### src/rtl/gnrl_dconv_acq_ctrl_pkg.sv
// Shared definitions for the downconverter acquisition sequencer: FSM state
// encodings, parameter defaults and the post-delay routing helper.
package gnrl_dconv_acq_ctrl_pkg;

  localparam int ADC_PHYS_WIDTH_DEF = 14;
  localparam int DLY_WIDTH_DEF      = 16;
  localparam int CNT_WIDTH_DEF      = 24;
  localparam int CAL_LOG2_DEF       = 8;

  typedef enum logic [2:0] {
    ST_IDLE  = 3'd0,
    ST_DELAY = 3'd1,
    ST_CAL   = 3'd2,
    ST_ACQ   = 3'd3,
    ST_DONE  = 3'd4
  } acq_state_e;

  // State that follows the programmed delay: calibration if present, else
  // acquisition, else straight to DONE when no samples were requested.
  function automatic acq_state_e post_delay_state(input logic cal_present,
                                                  input logic zero_samples);
    if (cal_present) begin
      return ST_CAL;
    end else if (zero_samples) begin
      return ST_DONE;
    end else begin
      return ST_ACQ;
    end
  endfunction

endpackage

### src/rtl/gnrl_dconv_dc_est.sv
// ADC DC-level estimator: sums 2**CAL_LOG2 consecutive samples and presents the
// truncated mean (including the current sample) on the last accumulate cycle.
module gnrl_dconv_dc_est
  import gnrl_dconv_acq_ctrl_pkg::*;
#(
  parameter int ADC_PHYS_WIDTH = ADC_PHYS_WIDTH_DEF,
  parameter int CAL_LOG2       = CAL_LOG2_DEF
) (
  input  logic                      clk_i,
  input  logic                      rst_i,
  input  logic                      clear_i,
  input  logic                      acc_en_i,
  input  logic [ADC_PHYS_WIDTH-1:0] sample_i,
  output logic                      last_o,
  output logic [ADC_PHYS_WIDTH-1:0] mean_o
);

  localparam int ACC_W = ADC_PHYS_WIDTH + CAL_LOG2;

  logic [ACC_W-1:0]    acc_q, acc_d, acc_sum;
  logic [CAL_LOG2-1:0] cnt_q, cnt_d;

  assign acc_sum = acc_q + ACC_W'(sample_i);

  always_comb begin
    acc_d = acc_q;
    cnt_d = cnt_q;
    if (clear_i) begin
      acc_d = '0;
      cnt_d = '0;
    end else if (acc_en_i) begin
      acc_d = acc_sum;
      cnt_d = cnt_q + 1'b1;
    end
  end

  // The window's final sample is folded in combinationally so the mean is ready on exit.
  assign last_o = acc_en_i & ~clear_i & (&cnt_q);
  assign mean_o = acc_sum[ACC_W-1:CAL_LOG2];

  always_ff @(posedge clk_i or posedge rst_i) begin
    if (rst_i) begin
      acc_q <= '0;
      cnt_q <= '0;
    end else begin
      acc_q <= acc_d;
      cnt_q <= cnt_d;
    end
  end

endmodule

### src/rtl/gnrl_dconv_acq_ctrl.sv
// Acquisition sequencer for the no-filter I/Q downconverter: start -> delay ->
// optional DC calibration (GNRL_DCONV_DCCAL_EN) -> N conv_en cycles -> done pulse.
module gnrl_dconv_acq_ctrl
  import gnrl_dconv_acq_ctrl_pkg::*;
#(
  parameter int ADC_PHYS_WIDTH = ADC_PHYS_WIDTH_DEF,
  parameter int DLY_WIDTH      = DLY_WIDTH_DEF,
  parameter int CNT_WIDTH      = CNT_WIDTH_DEF,
  parameter int CAL_LOG2       = CAL_LOG2_DEF
) (
  input  logic                             CLK,
  input  logic                             RESET,
  input  logic                             start,
  input  logic                             abort,
  input  logic [DLY_WIDTH-1:0]             cfg_delay,
  input  logic [CNT_WIDTH-1:0]             cfg_nsamples,
  input  logic signed [ADC_PHYS_WIDTH:0]   dcval_static,
  input  logic [ADC_PHYS_WIDTH-1:0]        adc_data_in,
  output logic                             conv_en,
  output logic signed [ADC_PHYS_WIDTH:0]   adc_dcval_subtractor,
  output logic                             busy,
  output logic                             done,
  output logic [CNT_WIDTH-1:0]             sample_cnt
);

  acq_state_e                    state_q, state_d;
  logic [DLY_WIDTH-1:0]          dly_q, dly_d;
  logic [CNT_WIDTH-1:0]          nsamp_q, nsamp_d;
  logic [CNT_WIDTH-1:0]          cnt_q, cnt_d;
  logic signed [ADC_PHYS_WIDTH:0] sub_q, sub_d;
  logic                          conv_en_q, busy_q, done_q;
  logic                          cal_last;
  logic [ADC_PHYS_WIDTH-1:0]     cal_mean;

`ifdef GNRL_DCONV_DCCAL_EN
  localparam logic CAL_PRESENT = 1'b1;

  gnrl_dconv_dc_est #(
    .ADC_PHYS_WIDTH (ADC_PHYS_WIDTH),
    .CAL_LOG2       (CAL_LOG2)
  ) u_dc_est (
    .clk_i    (CLK),
    .rst_i    (RESET),
    .clear_i  (state_q != ST_CAL),
    .acc_en_i (state_q == ST_CAL),
    .sample_i (adc_data_in),
    .last_o   (cal_last),
    .mean_o   (cal_mean)
  );
`else
  localparam logic CAL_PRESENT = 1'b0;
  logic adc_unused;

  assign cal_last   = 1'b1;
  assign cal_mean   = '0;
  assign adc_unused = ^adc_data_in;
`endif

  always_comb begin
    state_d = state_q;
    dly_d   = dly_q;
    nsamp_d = nsamp_q;
    cnt_d   = cnt_q;
    sub_d   = sub_q;
    if (abort) begin
      state_d = ST_IDLE;
    end else begin
      case (state_q)
        ST_IDLE: begin
          if (start) begin
            dly_d   = cfg_delay;
            nsamp_d = cfg_nsamples;
            cnt_d   = '0;
            if (!CAL_PRESENT) begin
              sub_d = dcval_static;
            end
            state_d = (cfg_delay == '0) ?
                      post_delay_state(CAL_PRESENT, cfg_nsamples == '0) : ST_DELAY;
          end
        end
        ST_DELAY: begin
          if (dly_q <= DLY_WIDTH'(1)) begin
            state_d = post_delay_state(CAL_PRESENT, nsamp_q == '0);
          end else begin
            dly_d = dly_q - 1'b1;
          end
        end
        ST_CAL: begin
          if (cal_last) begin
            sub_d   = {1'b0, cal_mean};
            state_d = (nsamp_q == '0) ? ST_DONE : ST_ACQ;
          end
        end
        ST_ACQ: begin
          if (cnt_q == nsamp_q) begin
            state_d = ST_DONE;
          end
        end
        ST_DONE: state_d = ST_IDLE;
        default: state_d = ST_IDLE;
      endcase
      // sample_cnt already counts the conv_en cycle being issued.
      if (state_d == ST_ACQ && cnt_d != nsamp_d) begin
        cnt_d = cnt_d + 1'b1;
      end
    end
  end

  always_ff @(posedge CLK or posedge RESET) begin
    if (RESET) begin
      state_q   <= ST_IDLE;
      dly_q     <= '0;
      nsamp_q   <= '0;
      cnt_q     <= '0;
      sub_q     <= '0;
      conv_en_q <= 1'b0;
      busy_q    <= 1'b0;
      done_q    <= 1'b0;
    end else begin
      state_q   <= state_d;
      dly_q     <= dly_d;
      nsamp_q   <= nsamp_d;
      cnt_q     <= cnt_d;
      sub_q     <= sub_d;
      conv_en_q <= (state_d == ST_ACQ);
      busy_q    <= (state_d != ST_IDLE);
      done_q    <= (state_d == ST_DONE);
    end
  end

  assign conv_en              = conv_en_q;
  assign busy                 = busy_q;
  assign done                 = done_q;
  assign sample_cnt           = cnt_q;
  assign adc_dcval_subtractor = sub_q;

endmodule

### config.mk
export PLATFORM = sky130hd
export DESIGN_NAME = gnrl_dconv_acq_ctrl
export DESIGN_NICKNAME = d
export VERILOG_FILES = /design/src/rtl/gnrl_dconv_acq_ctrl_pkg.sv /design/src/rtl/gnrl_dconv_dc_est.sv /design/src/rtl/gnrl_dconv_acq_ctrl.sv
export SDC_FILE = /design/constraint.sdc
export NUM_CORES = 1
export LEC_CHECK = 0
export CELL_PAD_IN_SITES_DETAIL_PLACEMENT = 1
export CELL_PAD_IN_SITES_GLOBAL_PLACEMENT = 2
export CORE_MARGIN = 1.5
export CORE_UTILIZATION = 31
export CTS_BUF_LIST = sky130_fd_sc_hd__clkbuf_16
export DETAILED_ROUTE_END_ITERATION = 6
export GPL_ROUTABILITY_DRIVEN = 0
export PLACE_DENSITY = 0.93
export SLEW_MARGIN = 5
export SYNTH_ARGS = -nofsm -noshare
export SYNTH_HDL_FRONTEND = slang
export SYNTH_SLANG_ARGS = --single-unit
export TNS_END_PERCENT = 30
### constraint.sdc
create_clock -name CLK -period 7.7 [get_ports CLK]
set_input_delay 1.54 -clock CLK [delete_from_list [all_inputs] [get_ports CLK]]
set_output_delay 1.54 -clock CLK [all_outputs]
set_load 0.03 [all_outputs]
==> results.json, run 1 <==
{
  "detail_route.wl_per_cell_um": 18.3,
  "maxSlewViolCount": 0,
  "final_setup_violation_count": 0,
  "wire_length_of_the_first_global_routing_pass_um": 25300,
  "seq_area_frac_synth": 0.444,
  "final_cell_area_um2": 6180,
  "dieWidth_um": 127,
  "post-cts-setup-buffer-count": 0,
  "timing.final.ws_setup_ns": 3.20,
  "post-route-period-util": 0.585,
  "place_inst": 829,
  "number_of_enable_type_register_cells_in_the_synthesized_netlist": 0,
  "m3_gr_usage": 0.0293,
  "cp_max_fo": 19,
  "fin_setup_tns_ns": 0,
  "route.vias.total": 4614,
  "setup.worst_path.class": "in2reg",
  "post_cts_resize_count": 0,
  "globalRouteMet2Util": 0.337,
  "grt_util_all_layers": 0.197,
  "clock_transition_at_the_register_clock_pins_on_the_worst_setup_and_hold_paths_after_cts_ns": 0.06,
  "cts_hold_repair.buffers": 0,
  "number_of_antenna_violations_at_the_first_check_in_global_routing": 0,
  "detailedPlacementHpwl_um": 11000,
  "row_count": 45,
  "p_per_area_nw_per_um2": 204,
  "syn_area_um2": 4790,
  "outcome": "complete, no violations",
  "antenna_cells_inserted": 0,
  "die_area_um2": 16200,
  "remaining_drc_errors": 0,
  "syn2layout_area_growth_pct": 28.9,
  "route.final.wire_length_um": 15400,
  "max_cap_violations": 0,
  "via_per_inst": 5.48,
  "ctsLongestPathBuffers": 2,
  "antenna_violating_nets_post_route": 0,
  "grt_overflow": 0,
  "synth.yosys.warnings": 0,
  "floorplan.initialDensity": 0.317,
  "highest_clock_rate_ghz": 0.222,
  "drt_first_iter_violations": 199,
  "clockRootBuffer": "sky130_fd_sc_hd__clkbuf_16",
  "tritoncts_clock_tree": "yes",
  "grt.busiest_layer": "met2",
  "via_count_of_the_first_global_routing_pass": 4831,
  "post-place-ws_ns": 2.86,
  "synth.avg_cell_area_um2": 8.40,
  "number_of_endpoints_with_negative_hold_slack_in_the_final_report": 0,
  "core-area_um2": 15100,
  "finalHoldWorstSlack_ns": 0.467,
  "synthArstFlopShare": 1.00,
  "clock-sinks": 85,
  "grt_start_max_net_pins": 86,
  "tightest_slew_ns": 1.17,
  "finalNetCount": 728,
  "type_of_the_worst_min_delay_path": "reg2reg",
  "grt_setup_unrepaired": "false",
  "ys_dominant_reg_cell": "sky130_fd_sc_hd__dfrtp_1",
  "count_of_different_cell_masters_after_synthesis": 57,
  "synth_seq_cells": 85,
  "worst-endpoint-required_ns": 7.96,
  "cellLeakagePower_nw": 2.57,
  "chipHeight_um": 127,
  "synthCells": 571,
  "buffer_ports.inserted": 100,
  "syn_nets": 647,
  "critPathArrivalTime_ns": 4.76,
  "skew_ns": 0.00945,
  "clkLatencyLatePin_ns": 0.34,
  "drtPass1Iterations": 5,
  "worstSetupEndpointType": "flip-flop",
  "inserted_clock_buffers": 9,
  "max-slew-margin-rel": 0.222,
  "worstSetupStartpointType": "input port",
  "h_tree_levels": 3,
  "drive_above_1_share": 0.0566,
  "period_needed_ns": 4.50,
  "grt_util_met1": 0.253,
  "vdd_drop_max_uv": 98.8,
  "placement.cell_area_um2": 5940,
  "finalNonFillerCells": 842,
  "ios": 115
}
-- cell type report --
cell class | count | area [µm²]
clock buffers | 9 | 225
clock inverters | 4 | 20.0
fillers | 1778 | 8960
inverters | 6 | 23.8
multi-input cells | 444 | 2500
flip-flops and latches | 85 | 2130
well taps | 188 | 235
repair buffers | 106 | 1050
-- layout by cell type, fill, tap and decap left out, drive strengths merged, types with 4 or more instances in the layout --
cell type      count
nand4b             5
a21oi             16
clkbuf             9
nand4             11
and3               7
nor2              26
nor3              22
a31oi              4
nand3             45
nor4b              4
clkdlybuf4s50    100
nand2            149
nor4              28
xor2              36
o21ai             23
or2                6
o211ai             7
buf                6
dfrtp             85
inv                6
-- path summary, 6_finish.rpt --
| kind | start | depth (start not counted) | endpoint | slack [ns] |
|---|---|---|---|---|
| max | start | 10 | sample_cnt[12]$_DFFE_PP0N_ | 3.20 |
| min | adc_dcval_subtractor[13]$_DFFE_PP0P_ | 2 | adc_dcval_subtractor[13]$_DFFE_PP0P_ | 0.47 |
| max reg2reg | state_q[0]$_DFF_PP0_ | 9 | sample_cnt[12]$_DFFE_PP0N_ | 4.28 |
| min reg2reg | adc_dcval_subtractor[13]$_DFFE_PP0P_ | 2 | adc_dcval_subtractor[13]$_DFFE_PP0P_ | 0.47 |
| max in group asynchronous | RESET | 3 | nsamp_q[15]$_DFFE_PP0N_ | 5.10 |
| min in group asynchronous | RESET | 3 | adc_dcval_subtractor[6]$_DFFE_PP0P_ | 1.89 |
-- registers in the layout (all words and copies together) (netlist names) --
name                  flops
nsamp_q                  24
conv_en                   1
dly_q                    16
done                      1
adc_dcval_subtractor     15
sample_cnt               24
busy                      1
state_q                   3
-- metal layers --
layer,up-vias,share of wire
met5,-,0
met4,0,0.019
met3,20,0.044
met2,109,0.49
met1,2295,0.44
li1,2190,-
-- worst max-delay path: stages --
cell and delay, ns:
sky130_fd_sc_hd__clkdlybuf4s50_1 0.46, sky130_fd_sc_hd__or4b_1 0.63, sky130_fd_sc_hd__and2_1 0.27, sky130_fd_sc_hd__ha_1 0.23, sky130_fd_sc_hd__nand3_1 0.15, sky130_fd_sc_hd__or4_1 0.72
sky130_fd_sc_hd__or2_2 0.37, sky130_fd_sc_hd__nor3_1 0.17, sky130_fd_sc_hd__a32oi_1 0.13, sky130_fd_sc_hd__o21ai_0 0.11
-- cells by family after synthesis --
group	count (synthesis)	synth area share
compound gates	79	0.109
xor+xnor	38	0.0694
fa+ha+maj	3	0.00783
buf+inv	42	0.0365
flops	85	0.444
simple gates	324	0.333
-- cell usage after synthesis, drive strengths merged (2+ instances only) --
cell	number	area [µm²]
o21ai	23	115
nand3	45	225
xnor2	2	17.5
xor2	36	315
nor4b	4	41.3
nand2	149	559
ha	3	37.5
o311ai	2	17.5
o31a	2	17.5
nand4b	5	43.8
clkbuf	24	90.1
and3	7	43.8
inv	6	22.5
a22o	2	17.5
o22ai	3	18.8
a211o	2	17.5
a31oi	4	25.0
a21oi	16	80.1
dfrtp	85	2130
and4	3	26.3
a31o	2	17.5
nor2	26	97.6
o211ai	7	52.6
nand4	11	68.8
or2	6	37.5
nor3b	3	22.5
or4	3	26.3
buf	12	62.6
a32oi	3	26.3
a22oi	3	22.5
nand2b	2	12.5
or3	3	23.8
nor3	22	115
nor4	28	203
and2	3	18.8
-- where the power goes --
| part | switching, W | internal (W) |
|---|---|---|
| Sequential | 0.0000737 | 0.000508 |
| Combinational | 0.000168 | 0.000128 |
| Clock | 0.000173 | 0.000210 |
-- per-stage QoR --
step,utilization,power [W]
2_1_floorplan,-,0.000749
3_3_place_gp,0.392,0.000870
3_5_place_dp,0.392,0.000887
4_1_cts,0.408,0.00128
5_1_grt,0.408,0.00133
6_report,0.408,0.00126
(Power assumes the default switching activity.)
==> run 2: changes to the inputs <==
--- a/config.mk
+++ b/config.mk
@@ -8,11 +8,11 @@
 export CELL_PAD_IN_SITES_DETAIL_PLACEMENT = 1
 export CELL_PAD_IN_SITES_GLOBAL_PLACEMENT = 2
 export CORE_MARGIN = 1.5
-export CORE_UTILIZATION = 31
+export CORE_UTILIZATION = 29
 export CTS_BUF_LIST = sky130_fd_sc_hd__clkbuf_16
 export DETAILED_ROUTE_END_ITERATION = 6
 export GPL_ROUTABILITY_DRIVEN = 0
-export PLACE_DENSITY = 0.93
+export PLACE_DENSITY = 0.88
 export SLEW_MARGIN = 5
 export SYNTH_ARGS = -nofsm -noshare
 export SYNTH_HDL_FRONTEND = slang
==> constraint.sdc (replaced) <==
create_clock -name CLK -period 4.68 [get_ports CLK]
set_input_delay 0.936 -clock CLK [delete_from_list [all_inputs] [get_ports CLK]]
set_output_delay 0.936 -clock CLK [all_outputs]
set_load 0.03 [all_outputs]
==> run 2 against run 1 <==
  * Count of clock-buffer cells in the layout is the same
  * Critical path type unchanged
  * Worst hold slack lost 0.0044 ns
  * Clock skew shrank 0.0023 ns
  * Largest cell class unchanged
  * Sequential cell count is the same
  * Register-to-register slack lost 2.6 ns
  * Largest power group unchanged
  * First-iteration DRC count grew 22%
==> results.json, run 2 (synthesis gave the netlist of run 1 again) <==
{
  "outcome": "complete, no violations",
  "post-route-period-util": 0.726,
  "drt_first_iter_violations": 243,
  "die_area_um2": 17300,
  "tightest_slew_ns": 1.02,
  "via_per_inst": 5.33,
  "clkLatencyLatePin_ns": 0.34,
  "worstSetupStartpointType": "input port",
  "critical_path.n_buffers_inverters": 1,
  "row_count": 46,
  "remaining_drc_errors": 0,
  "finalNetCount": 731,
  "post_cts_resize_count": 0,
  "post-cts-setup-buffer-count": 0,
  "h_tree_levels": 3,
  "critical_path.slowest_cell": "sky130_fd_sc_hd__or4_1",
  "drtPass1Iterations": 4,
  "p_per_area_nw_per_um2": 350,
  "type_of_the_worst_min_delay_path": "reg2reg",
  "crit_family": "simple AND/OR/NAND/NOR gates",
  "route.vias.total": 4667,
  "period_needed_ns": 3.40,
  "clock-sinks": 85,
  "cellLeakagePower_nw": 2.61,
  "vdd_drop_max_uv": 183,
  "chipHeight_um": 132,
  "final_cell_area_um2": 6300,
  "worst-endpoint-required_ns": 4.94,
  "maxSlewViolCount": 0,
  "antenna_cells_inserted": 0,
  "detailedPlacementHpwl_um": 11500,
  "wire_length_of_the_first_global_routing_pass_um": 26000,
  "route.final.wire_length_um": 15800,
  "grt_overflow": 0,
  "ios": 115,
  "cp_peak_stage_delay_ns": 0.71,
  "antenna_violating_nets_post_route": 0,
  "ctsLongestPathBuffers": 2,
  "worstSetupEndpointType": "flip-flop",
  "dieWidth_um": 132,
  "power_w": 0.00220,
  "cts_hold_repair.buffers": 0,
  "place_inst": 860,
  "critPathArrivalTime_ns": 3.65,
  "detail_route.wl_per_cell_um": 18.1,
  "floorplan.initialDensity": 0.300,
  "max-slew-margin-rel": 0.319,
  "buffer_ports.inserted": 100,
  "drive_above_1_share": 0.0622,
  "placement.cell_area_um2": 5990,
  "finalCoreUtilization": 0.394,
  "grt_util_all_layers": 0.186,
  "inserted_clock_buffers": 9,
  "core-area_um2": 16000,
  "cp_max_fo": 7,
  "fin_setup_tns_ns": 0,
  "mostFrequentLayoutCells": "149 x sky130_fd_sc_hd__nand2_1, 100 x sky130_fd_sc_hd__clkdlybuf4s50_1, 85 x sky130_fd_sc_hd__dfrtp_1, 45 x sky130_fd_sc_hd__nand3_1, 36 x sky130_fd_sc_hd__xor2_1",
  "syn2layout_area_growth_pct": 31.4,
  "number_of_endpoints_with_negative_hold_slack_in_the_final_report": 0,
  "layout.cells.most_common": "sky130_fd_sc_hd__nand2_1",
  "tritoncts_clock_tree": "yes",
  "clockRootBuffer": "sky130_fd_sc_hd__clkbuf_16",
  "clock_transition_at_the_register_clock_pins_on_the_worst_setup_and_hold_paths_after_cts_ns": 0.06,
  "grt_start_max_net_pins": 52,
  "via_count_of_the_first_global_routing_pass": 4903,
  "layout.filler_cells": 1930,
  "final_setup_violation_count": 0,
  "skew_ns": 0.00712,
  "grt_setup_unrepaired": "false",
  "number_of_antenna_violations_at_the_first_check_in_global_routing": 0,
  "finalNonFillerCells": 875,
  "max_cap_violations": 0,
  "setup.worst_path.class": "in2reg",
  "worstPathCellList": "clkdlybuf4s50_1, or4b_1, and2_1, ha_1, nand3_1, or4_1, or2_2, nor3_1, a32oi_1, o21ai_0",
  "highest_clock_rate_ghz": 0.294
}
==> run 2: worst min-delay path, stage by stage, from the launching register on <==
cell	delay, ns
sky130_fd_sc_hd__dfrtp_1	0.34
sky130_fd_sc_hd__nand2_1	0.05
sky130_fd_sc_hd__nand2_1	0.05
==> run 2: routing by layer <==
layer,part of all wire,vias to the layer above,global-route usage
met5,0,-,0
met4,0.019,0,0.0710
met3,0.038,22,0.0270
met2,0.49,119,0.311
met1,0.45,2346,0.243
li1,-,2180,-
==> run 2: per-stage QoR <==
| step | worst slack, ns | hold WS (ns) |
|---|---|---|
| detailed placement | 0.965 | 0.456 |
| global route | 1.16 | 0.493 |
| floorplan | 1.55 | 0.470 |
| global placement | 1.00 | 0.449 |
| CTS | 1.30 | 0.470 |
| finish | 1.28 | 0.463 |
==> run 2: layout make-up <==
class / instances / area (µm²) / area share
timing repair buffer: 109 / 1070 / 0.170
clock buffer: 9 / 225 / 0.0358
inverter: 6 / 23.8 / 0.00377
clock inverter: 6 / 80.1 / 0.0127
multi-input combinational: 444 / 2500 / 0.397
tap: 216 / 270 / 0.0429
sequential: 85 / 2130 / 0.338
==> run 2: worst paths after layout <==
| path | slack, ns | endpoint | depth (start not counted) | startpoint |
|---|---|---|---|---|
| setup reg to reg | 1.68 | sample_cnt[10]$_DFFE_PP0N_ | 5 | state_q[0]$_DFF_PP0_ |
| setup / recovery | 1.28 | sample_cnt[12]$_DFFE_PP0N_ | 10 | start |
| max in group asynchronous | 2.53 | sample_cnt[16]$_DFFE_PP0N_ | 3 | RESET |
| min in group asynchronous | 1.10 | adc_dcval_subtractor[5]$_DFFE_PP0P_ | 2 | RESET |
| hold / removal | 0.46 | adc_dcval_subtractor[14]$_DFFE_PP0P_ | 2 | adc_dcval_subtractor[14]$_DFFE_PP0P_ |
| hold reg to reg | 0.46 | adc_dcval_subtractor[14]$_DFFE_PP0P_ | 2 | adc_dcval_subtractor[14]$_DFFE_PP0P_ |
==> run 2: power by group <==
part	internal (W)	total, W	switching [W]
sequential	0.000836	0.000961	0.000125
clock	0.000460	0.000754	0.000294
combinational	0.000213	0.000490	0.000277
